$ cat config.mk
export PLATFORM = sky130hd
export DESIGN_NAME = fsm_periferico
export DESIGN_NICKNAME = d
export VERILOG_FILES = /design/src/rtl/periferico_pkg.sv /design/src/rtl/fifo_sync.sv /design/src/rtl/fsm_periferico.sv
export SDC_FILE = /design/constraint.sdc
export NUM_CORES = 1
export LEC_CHECK = 0
export CAP_MARGIN = 20
export CORE_MARGIN = 4
export CORE_UTILIZATION = 51
export CTS_BUF_LIST = sky130_fd_sc_hd__clkbuf_4 sky130_fd_sc_hd__clkbuf_8
export DETAILED_ROUTE_END_ITERATION = 6
export MAX_ROUTING_LAYER = met4
export PLACE_DENSITY = 0.82
export SLEW_MARGIN = 5
export SYNTH_ARGS = -nofsm -noshare
export SYNTH_HDL_FRONTEND = slang
export SYNTH_SLANG_ARGS = --single-unit
$ cat constraint.sdc
create_clock -name clk -period 2.2 [get_ports clk]
set_input_delay 0.22 -clock clk [delete_from_list [all_inputs] [get_ports clk]]
set_output_delay 0.22 -clock clk [all_outputs]
set_load 0.05 [all_outputs]
$ cat src/rtl/periferico_pkg.sv
// rtl/periferico_pkg.sv - shared codes and state type for the send/ack peripheral
package periferico_pkg;

   localparam logic [1:0] SEND_IDLE = 2'b00;
   localparam logic [1:0] SEND_REQ  = 2'b01;
   localparam logic [1:0] ACK_IDLE  = 2'b00;
   localparam logic [1:0] ACK_OK    = 2'b01;

   typedef enum logic {
      S_IDLE = 1'b0,
      S_ACK  = 1'b1
   } state_t;

endpackage

$ cat src/rtl/fifo_sync.sv
// rtl/fifo_sync.sv - single-clock FIFO with registered pop output
module fifo_sync #(
   parameter int DATA_W = 16,
   parameter int DEPTH  = 4
) (
   input  logic                      clk_i,
   input  logic                      rst_i,
   input  logic                      push_i,
   input  logic                      pop_i,
   input  logic [DATA_W-1:0]         din_i,
   output logic [DATA_W-1:0]         dout_o,
   output logic                      dout_valid_o,
   output logic [$clog2(DEPTH):0]    count_o,
   output logic                      full_o,
   output logic                      empty_o
);

   localparam int ADDR_W = $clog2(DEPTH);
   localparam int CNT_W  = ADDR_W + 1;

   logic [DATA_W-1:0] mem_q [DEPTH];
   logic [ADDR_W-1:0] wr_ptr_q, wr_ptr_d;
   logic [ADDR_W-1:0] rd_ptr_q, rd_ptr_d;
   logic [CNT_W-1:0]  count_q, count_d;
   logic [DATA_W-1:0] dout_q, dout_d;
   logic              dout_valid_q, dout_valid_d;
   logic              do_push;
   logic              do_pop;

   // Flags come straight from the registered occupancy; full gates push on the pre-pop count.
   assign full_o  = (count_q == CNT_W'(DEPTH));
   assign empty_o = (count_q == '0);
   assign do_push = push_i && !full_o;
   assign do_pop  = pop_i && !empty_o;

   // Pointer, occupancy and read-port next-state.
   always_comb begin
      wr_ptr_d     = wr_ptr_q;
      rd_ptr_d     = rd_ptr_q;
      count_d      = count_q;
      dout_d       = dout_q;
      dout_valid_d = 1'b0;
      if (do_push) begin
         wr_ptr_d = wr_ptr_q + ADDR_W'(1);
      end
      if (do_pop) begin
         rd_ptr_d     = rd_ptr_q + ADDR_W'(1);
         dout_d       = mem_q[rd_ptr_q];
         dout_valid_d = 1'b1;
      end
      if (do_push && !do_pop) begin
         count_d = count_q + CNT_W'(1);
      end else if (!do_push && do_pop) begin
         count_d = count_q - CNT_W'(1);
      end
   end

   // Control registers; reset discards everything buffered.
   always_ff @(posedge clk_i or posedge rst_i) begin
      if (rst_i) begin
         wr_ptr_q     <= '0;
         rd_ptr_q     <= '0;
         count_q      <= '0;
         dout_q       <= '0;
         dout_valid_q <= 1'b0;
      end else begin
         wr_ptr_q     <= wr_ptr_d;
         rd_ptr_q     <= rd_ptr_d;
         count_q      <= count_d;
         dout_q       <= dout_d;
         dout_valid_q <= dout_valid_d;
      end
   end

   // Storage array; contents are meaningless once pointers are cleared, so no reset.
   always_ff @(posedge clk_i) begin
      if (do_push) begin
         mem_q[wr_ptr_q] <= din_i;
      end
   end

   assign dout_o       = dout_q;
   assign dout_valid_o = dout_valid_q;
   assign count_o      = count_q;

endmodule

$ cat src/rtl/fsm_periferico.sv
// rtl/fsm_periferico.sv - send/ack handshake consumer feeding a small FIFO
module fsm_periferico
   import periferico_pkg::*;
#(
   parameter int DATA_W = 16,
   parameter int DEPTH  = 4,
   parameter int ADDR_W = $clog2(DEPTH)
) (
   input  logic              clk,
   input  logic              rst,
   input  logic [1:0]        send,
   input  logic [DATA_W-1:0] dado,
   output logic [1:0]        ack,
   input  logic              rd_en,
   output logic [DATA_W-1:0] rd_data,
   output logic              rd_valid,
   output logic              full,
   output logic              empty,
   output logic [ADDR_W:0]   count,
   output logic              err
);

   state_t     state_q, state_d;
   logic [1:0] ack_q, ack_d;
   logic       err_q, err_d;
   logic       push;

   // Handshake decisions: one push per request, withheld while the FIFO is full.
   always_comb begin
      state_d = state_q;
      err_d   = err_q;
      push    = 1'b0;
      case (send)
         SEND_IDLE: begin
            state_d = S_IDLE;
         end
         SEND_REQ: begin
            if (state_q == S_IDLE && !full) begin
               push    = 1'b1;
               state_d = S_ACK;
            end
         end
         default: begin
            err_d = 1'b1;
         end
      endcase
      ack_d = (state_d == S_ACK) ? ACK_OK : ACK_IDLE;
   end

   // State, registered ack decode and sticky error flag.
   always_ff @(posedge clk or posedge rst) begin
      if (rst) begin
         state_q <= S_IDLE;
         ack_q   <= ACK_IDLE;
         err_q   <= 1'b0;
      end else begin
         state_q <= state_d;
         ack_q   <= ack_d;
         err_q   <= err_d;
      end
   end

   assign ack = ack_q;
   assign err = err_q;

   fifo_sync #(
      .DATA_W (DATA_W),
      .DEPTH  (DEPTH)
   ) u_fifo (
      .clk_i        (clk),
      .rst_i        (rst),
      .push_i       (push),
      .pop_i        (rd_en),
      .din_i        (dado),
      .dout_o       (rd_data),
      .dout_valid_o (rd_valid),
      .count_o      (count),
      .full_o       (full),
      .empty_o      (empty)
   );

endmodule

# Word level (Yosys, flattened, before mapping)
# Memories as Yosys holds them, arrays and structs flattened. A register that Yosys moved wholly into a read port is not among the register bits.
# Cells that the tools add are included.
# Widths: inputs -> output; s select.
# word_totals
register_bits	11
latch_bits	0
mem_bits_rw	64
rom_bits	0
inputBits	21
out_inout_bits	25
mem_count	1
# mem_list
memory	depth	width	rd	rd_clocked_by_memory_dff	wr	line	source
u_fifo.mem_q	4	16	1	1	1	fifo_sync.sv:21	logic [DATA_W-1:0] mem_q [DEPTH];
# op_classes
addsub	4
n_mul	0
div	0
n_lt_le_gt_ge	0
n_eq_ne	2
shift	0
mux	10
bitwise_logic	1
reduce_logical	13
# op_table
op	n
$mux 1	7
$mux 3	2
$logic_and 1x1->1	5
$add 2x1->2 const B	2
$logic_not 1->1	4
$add 3x1->3 const B	1
$eq 3x3->1 const B	1
$logic_not 3->1	1
$sub 3x1->3 const B	1
$eq 2x1->1 const B	1
$logic_not 2->1	1
$pmux 1 s2	1
$reduce_bool 2->1	1
$reduce_or 2->1	1
$not 1->1	1

# Depth between registers and ports, before layout
# Gate-level depths: netlist of the first run.
# depth
ltp_word	10
mapped_depth	8
ltp_nobuf	8

# Modules after synthesis
# Synthesis of the first run repeated with hierarchy kept, for this count alone.
# hier_totals
hier_cells	198
hier_area_um2	3495.9
# modules_own_cells
mod	n_inst	cells_each	area_each_um2
fifo_sync	1	188	3389.5
fsm_periferico	1	10	106.4

# Worst setup path after synthesis of the first run
# OpenSTA, ideal clock, no wires.
# synth_timing
path_type	register to register
startpoint	reg u_fifo.count_q[2] (netlist: u_fifo.count_o[2])
endpoint	reg u_fifo.count_q[1] (netlist: u_fifo.count_o[1])
setup_time_ps	125
arrival_time_ps	2690
t_required_ps	2075
setup_slack_ps	-615
path_stages_with_launch	7
synth_period_minus_slack_ps	2815
cell_sequence	dfrtp_1 -> nor3b_2 -> nor4b_4 -> ha_1 -> inv_1 -> fa_1 -> mux2_2
# synth_between
elab_cells_between_ends	15
classes_between	1 x eq/ne; 3 x mux; 11 x reduce/logical
# synth_lines
element	line	source
from (decl)	fifo_sync.sv:24	logic [CNT_W-1:0] count_q, count_d;
from (signal assigned)	fifo_sync.sv:69	count_q <= count_d;
$eq 3x3->1 (*)	fifo_sync.sv:31	assign full_o = (count_q == CNT_W'(DEPTH));
via full	fsm_periferico.sv:17	output logic full,
$logic_not 1->1 (*)	fifo_sync.sv:33, fsm_periferico.sv:38	
$logic_and 1x1->1	fsm_periferico.sv:38	if (state_q == S_IDLE && !full) begin
$mux 1	fsm_periferico.sv:38	
$mux 1	fsm_periferico.sv:33	case (send)
$logic_and 1x1->1 (*)	fifo_sync.sv:33	assign do_push = push_i && !full_o;
via u_fifo.do_push	fifo_sync.sv:27	logic do_push;
$logic_and 1x1->1 (*)	fifo_sync.sv:51	if (do_push && !do_pop) begin
$mux 3 (*)	fifo_sync.sv:51	
via u_fifo.count_d[1]	fifo_sync.sv:24	
# Mark *: on every way through the listed nets, which the timed path passes. The rest lies on a longest branch.
# A chain may end at the register's enable or synchronous reset.

# Final worst setup path of the first run
# layout_timing
startpoint	reg u_fifo.count_q[0] (netlist: u_fifo.count_o[0])
endpoint	out empty
# layout_between
elab_chain_len	1
# layout_lines
element	line	source
$logic_not 3->1	fifo_sync.sv:32	assign empty_o = (count_q == '0);
to (decl)	fsm_periferico.sv:18	output logic empty,
# Every way passes these cells.

==> results of run 1 <==
==> Yosys cell counts <==
library cell,count
fa_1,1
and2_2,4
mux2_2,1
xor2_1,2
nor3b_2,1
conb_1,1
ha_1,5
nand2_1,49
nor4b_4,1
edfxtp_1,64
nor3_1,1
xnor2_1,4
o22a_1,1
or2_2,1
dfrtp_1,26
inv_1,4
mux4_2,16
o31ai_4,1
inv_4,1
buf_6,1
buf_2,3
nor2_1,2
mux2_4,1
buf_4,4
==> where the power goes <==
part | internal [mW] | switching (mW)
Clock | 0.461 | 0.569
Sequential | 2.11 | 0.215
Combinational | 0.874 | 1.29
==> worst reg2reg max path: cells and delay by family, from the launching register on <==
kind          cells  cell delay, ns
fa+ha+maj         2            0.61
simple gates      3            0.55
flops             1            0.46
xor+xnor          2            0.32
buf+inv           1            0.05
==> layout make-up <==
cell class,count,share of cell area (%)
clock inverter,5,0.907
timing repair buffer,54,13.2
sequential,90,60.3
inverter,5,0.498
clock buffer,11,3.39
tap,77,2.25
multi-input combinational,92,19.5
==> flip-flops by register name, indices dropped and copies added (netlist names) <==
| name | cells |
|---|---|
| u_fifo.wr_ptr_q | 2 |
| u_fifo.count_o | 3 |
| u_fifo.dout_valid_o | 1 |
| u_fifo.rd_ptr_q | 2 |
| u_fifo.mem_q | 64 |
| u_fifo.dout_o | 16 |
| err | 1 |
| ack | 1 |
==> timing repair <==
action                                  CTS  global route
hold endpoints to repair                  0             0
gates resized for setup                   1             0
endpoints found under the setup margin    1             0
buffers inserted                          0             0
==> layer usage <==
layer	track usage, %	vias up
met3	3.33	13
met5	-	-
met2	25.0	49
li1	-	821
met1	17.8	898
met4	6.38	0
==> metrics by stage <==
stage          setup TNS [ns]  power, mW
5_1_grt                     0       5.80
3_3_place_gp                0       4.51
4_1_cts                     0       5.59
3_5_place_dp                0       4.57
6_report                    0       5.52
2_1_floorplan          -0.302       3.90
==> logic make-up after synthesis <==
family                     after synthesis
DFF                                     90
and+or+nand+nor                         59
muxes                                   18
buffers and inverters                   13
adders and majority gates                6
xor gates and xnor gates                 6
AOI/OAI and AO/OA                        2
other                                    1
==> path summary, 6_finish.rpt <==
check | slack (ns) | cells after the start | from | endpoint
setup / recovery | 0.10 | 2 | u_fifo.count_o[0]$_DFFE_PP0P_ | empty
hold / removal | 0.23 | 3 | rst | u_fifo.dout_o[0]$_DFFE_PP0P_
setup reg to reg | 0.15 | 8 | u_fifo.count_o[2]$_DFFE_PP0P_ | u_fifo.count_o[2]$_DFFE_PP0P_
hold reg to reg | 0.48 | 2 | u_fifo.dout_o[12]$_DFFE_PP0P_ | u_fifo.dout_o[12]$_DFFE_PP0P_
max in group asynchronous | 1.69 | 3 | rst | u_fifo.count_o[1]$_DFFE_PP0P_
min in group clk | 0.48 | 2 | u_fifo.dout_o[12]$_DFFE_PP0P_ | u_fifo.dout_o[12]$_DFFE_PP0P_
==> key figures, run 1 <==
Run status
  – Status: finished, final reports clean

Clocking
  – Hold buffer count at CTS: 0
  – CTS tree: yes
  – Total CTS buffers: 9
  – CTS sink count: 90
  – Worst skew pair latency: ~0.35 ns
  – H-tree Lvls: 3
  – Clock-pin transition on the worst setup and hold timing paths: 0.09 ns
  – Clock root cell: clkbuf_8
  – CTS max path bufs: 2

Worst setup path
  – CP max FO: 6
  – Crit path arrival time: 1.88 ns
  – Worst path buffer plus inverter count: 1
  – Crit Path Class: register to output port
  – Req. time, crit path: 1.98 ns
  – Slowest stage delay, CP: 0.83 ns
  – CP top delay family: buffers and inverters
  – Crit path launch type: register
  – Crit. End Element: output port
  – Max stage delay cell, worst path: clkdlybuf4s50_1
  – CP Cell Sequence: nor3_1 > clkdlybuf4s50_1

Finish
  – Register area: 0.00258 mm2
  – Fin util: 65.8%
  – Antenna cells: 0
  – Commonest non-fill, non-tap cell in the layout: edfxtp_1
  – Area growth from synthesis to final layout: 23.0%
  – Most frequent cells in the layout: edfxtp_1, nand2_1, clkdlybuf4s50_1, dfrtp_1, mux4_2
  – Layout Nets: 279
  – Final Cell Area: 0.00428 mm2
  – Layout cell share with drive strength beyond 1: 22.2%
  – Finished Layout Cells: roughly 330
  – FILL cells: 448
  – Area taken by multi-input logic gates: 833 um2

Place
  – Place WS: 0.00300 ns
  – Cell Area, Placed: 0.00409 mm2
  – Post-Place Cells: 318
  – Port bufs: 44
  – GP Congestion: 0.704
  – Detailed Place HPWL: 3.64 mm

Routing
  – 1st-iter DRT viols: 85
  – Drt pass-1 iters: 4
  – Post-Route M1 WL: 2.35 mm
  – Wire length on met2: 2.90 mm
  – DR vias: 1781
  – Detailed Route WL: 5.62 mm
  – DRC viols: 0
  – Routed Antenna Nets: 0
  – Highest routed layer: met4
  – Wirelength per Cell: between 15 and 20 um
  – Vias per Instance: 5.33
  – Met3 routed WL: 245 um

Floorplan
  – Core Rows: 29
  – Die height: around 91 um
  – CORE AREA: between 0.006 and 0.007 mm2
  – Io pins: 46
  – Starting Density: between 50 and 60%
  – Die footprint: 0.00820 mm2
  – Width of the die: 90.5 um

Global routing
  – Total GRT Usage: between 10% and 20%
  – First-pass GRT wire length: 9.18 mm
  – Congestion Overflow GR: 0
  – Vias in the first global route: between 1.5k and 2k
  – Initial antenna violation count: 0
  – Largest net degree at the start of global routing: 27

Power and ir drop
  – Leakage: around 1.6 nW
  – P per Cell Area: about 1300 mW/mm2
  – VDD IR max: 0.630 mV

Logic synthesis
  – Synth Instances: 195
  – Synth cell types: 24
  – Largest family of logic cells by synthesized area: multiplexers
  – Post-synthesis xor/xnor area fraction: under 10%
  – Syn avg cell area: around 18 um2
  – Share of the synthesized area in the top cell type: 55.3%
  – Synth warn: 0
  – Top post-synthesis cells by area: edfxtp_1, dfrtp_1, mux4_2, nand2_1, ha_1
  – Post-synthesis compound-gate area fraction: 0.864%
  – Syn nets: 222
  – Synth Area in Adders: 2.38%
  – Flops & latches, synth: 90
  – Netlist Area Pre-Place: 0.00347 mm2
  – Area leader, netlist: edfxtp_1
  – Seq/Total Area, Yosys: between 70 and 80%
  – Synth Area in Simple Gates: 7.74%
  – Mux contribution to synthesized area: 11.1%

Timing
  – Final setup viols: 0
  – Hold Slack: 0.227 ns
  – Min Tclk post-route: 2.10 ns
  – Period utilization: 95.4%
  – Final hold vios: 0
  – Slew at the pin closest to its max-slew limit: 0.529 ns
  – Final clock skew: roughly 0.012 ns
  – Final WS setup: ~0.10 ns
  – Slew headroom: 64.6%
  – RSZ-0062 raised after global routing: no
  – Achievable Freq: ~480 MHz
  – Count of pins over their slew limit: 0

Flow run
  – Max cap viols: 0

Worst hold path
  – Worst hold path class: primary input to asynchronous set/reset pin
No activity file was read; power rests on OpenSTA's default activity.
==> inputs of run 2 (changes only) <==
ABC_AREA = 0   (was unset)
HOLD_SLACK_MARGIN = 0.08   (was unset)
SKIP_CTS_REPAIR_TIMING = 1   (was unset)
==> run 2 against run 1 <==
Net effect: non-clock buffer count unchanged; power up 0.11%; count of clock-buffer cells in the layout unchanged; sequential power about the same; hold slack better by 0.0023 ns; via count down 0.51%; sequential share of layout area down 0.053 points; register-to-register slack about the same; cell count unchanged; flip-flop and latch count unchanged; worst setup slack worse by 0.0054 ns; clock skew down 0.0019 ns; critical path type unchanged.
==> key figures, run 2 (same netlist as run 1, synthesis figures left out) <==
Floorplan
  – Width of the die: 90.5 um (unchanged)
  – Core Rows: 29 (unchanged)
  – Die height: 90.5 um (unchanged)
  – Starting Density: 53.5% (unchanged)
  – Io pins: 46 (unchanged)
  – Die footprint: 0.00820 mm2 (unchanged)
  – CORE AREA: 0.00649 mm2 (unchanged)

Flow run
  – Max cap viols: 0 (unchanged)

Clocking
  – Worst skew pair latency: 0.34 ns (was 0.35 ns)
  – CTS max path bufs: 2 (unchanged)
  – Clock root cell: clkbuf_8 (unchanged)
  – Clock-pin transition on the worst setup and hold timing paths: 0.09 ns (about the same)
  – H-tree Lvls: 3 (unchanged)
  – CTS sink count: 90 (unchanged)
  – CTS tree: yes (unchanged)
  – Total CTS buffers: 9 (unchanged)

Place
  – Post-Place Cells: 318 (unchanged)
  – Cell Area, Placed: 0.00409 mm2 (unchanged)
  – Port bufs: 44 (unchanged)
  – Detailed Place HPWL: 3.64 mm (unchanged)
  – GP Congestion: 0.704 (unchanged)

Power and ir drop
  – Total power: 5.53 mW (was 5.52 mW)
  – P per Cell Area: 1290 mW/mm2 (about the same)
  – Leakage: 1.61 nW (was 1.59 nW)
  – VDD IR max: 0.630 mV (about the same)

Finish
  – Area growth from synthesis to final layout: 23.2% (was 23.0%)
  – Commonest non-fill, non-tap cell in the layout: edfxtp_1 (unchanged)
  – Finished Layout Cells: 334 (unchanged)
  – Antenna cells: 0 (unchanged)
  – Max FFs per register: 64 (unchanged)
  – Layout Nets: 279 (unchanged)
  – Layout cell share with drive strength beyond 1: 22.2% (unchanged)
  – Most frequent cells in the layout: edfxtp_1, nand2_1, clkdlybuf4s50_1, dfrtp_1, mux4_2 (unchanged)
  – Register with the most flip-flops: u_fifo.mem_q (unchanged)
  – Final Cell Area: 0.00428 mm2 (about the same)

Timing
  – Min Tclk post-route: 2.10 ns (about the same)
  – Final hold vios: 0 (unchanged)
  – Slew headroom: 64.8% (was 64.6%)
  – Achievable Freq: 475 MHz (was 476 MHz)
  – Count of pins over their slew limit: 0 (unchanged)
  – Slew at the pin closest to its max-slew limit: 0.527 ns (was 0.529 ns)
  – RSZ-0062 raised after global routing: no (unchanged)
  – Final clock skew: 0.0103 ns (was 0.0122 ns)
  – Period utilization: 95.7% (was 95.4%)
  – TNS Setup: 0 ns (unchanged)
  – Final setup viols: 0 (unchanged)

Routing
  – Routed Antenna Nets: 0 (unchanged)
  – Drt pass-1 iters: 4 (unchanged)
  – Wirelength per Cell: 16.8 um (unchanged)
  – DRC viols: 0 (unchanged)
  – 1st-iter DRT viols: 88 (was 85)
  – Vias per Instance: 5.31 (was 5.33)
  – DR vias: 1772 (was 1781)
  – Detailed Route WL: 5.62 mm (unchanged)

Global routing
  – Vias in the first global route: 1814 (unchanged)
  – Initial antenna violation count: 0 (unchanged)
  – Total GRT Usage: 15.0% (unchanged)
  – Largest net degree at the start of global routing: 27 (unchanged)
  – Congestion Overflow GR: 0 (unchanged)
  – First-pass GRT wire length: 9.18 mm (unchanged)

Worst setup path
  – Crit. End Element: output port (unchanged)
  – Req. time, crit path: 1.98 ns (about the same)
  – Crit Path Class: register to output port (unchanged)
  – Crit path launch type: register (unchanged)
  – CP max FO: 6 (unchanged)
  – Critical Path Source: u_fifo.count_o[0]$_DFFE_PP0P_ (unchanged)
  – Reg2reg setup slack: 0.15 ns (about the same)
  – Crit path arrival time: 1.88 ns (about the same)
  – Worst flop-to-flop path startpoint: u_fifo.count_o[2]$_DFFE_PP0P_ (unchanged)

Run status
  – Status: finished, final reports clean (unchanged)

Worst hold path
  – Worst hold path class: primary input to asynchronous set/reset pin (unchanged)
-- run 2: worst paths after layout --
kind	end	depth (start not counted)
setup / recovery	empty	2
hold / removal	u_fifo.dout_o[0]$_DFFE_PP0P_	3
setup reg to reg	u_fifo.count_o[2]$_DFFE_PP0P_	8
hold reg to reg	u_fifo.dout_o[12]$_DFFE_PP0P_	2
max in group asynchronous	u_fifo.count_o[1]$_DFFE_PP0P_	3
min in group clk	u_fifo.dout_o[12]$_DFFE_PP0P_	2
-- run 2: layout make-up --
| class | count | area [um2] |
|---|---|---|
| sequential | 90 | 2580 |
| fill | 449 | 2220 |
| multi-input combinational | 92 | 833 |
| timing repair buffer | 54 | 568 |
| clock buffer | 11 | 145 |
| tap | 77 | 96.3 |
| clock inverter | 5 | 38.8 |
| inverter | 5 | 21.3 |
-- run 2: worst max-delay path, cell delays in order, from the launching register on --
cell and delay [ns]:
dfrtp_2 0.49, nor3_1 0.22, clkdlybuf4s50_1 0.83
-- run 2: layer usage --
layer	GRT usage (%)	vias to the layer above	wire, um
met2	25.0	60	2910
li1	-	819	-
met4	6.38	0	124
met5	-	-	0
met1	17.8	879	2290
met3	3.33	14	295
-- run 2: stage by stage --
step / hold slack [ns] / utilization, % / setup slack, ns
after global routing: 0.259 / 65.9 / 0.0128
after floorplan: 0.260 / - / -0.172
after detailed placement: 0.461 / 63.0 / 0.00300
after CTS: 0.239 / 65.8 / -0.0215
after global placement: 0.449 / 63.0 / 0.0495
final: 0.229 / 65.9 / 0.0957
-- run 2: power by group --
part / leakage [nW] / internal [mW] / total (mW) / switching (mW)
logic: 0.628 / 0.878 / 2.17 / 1.29
clock network: 0.0933 / 0.461 / 1.03 / 0.571
registers: 0.884 / 2.11 / 2.33 / 0.216
total: 1.61 / 3.45 / 5.53 / 2.08
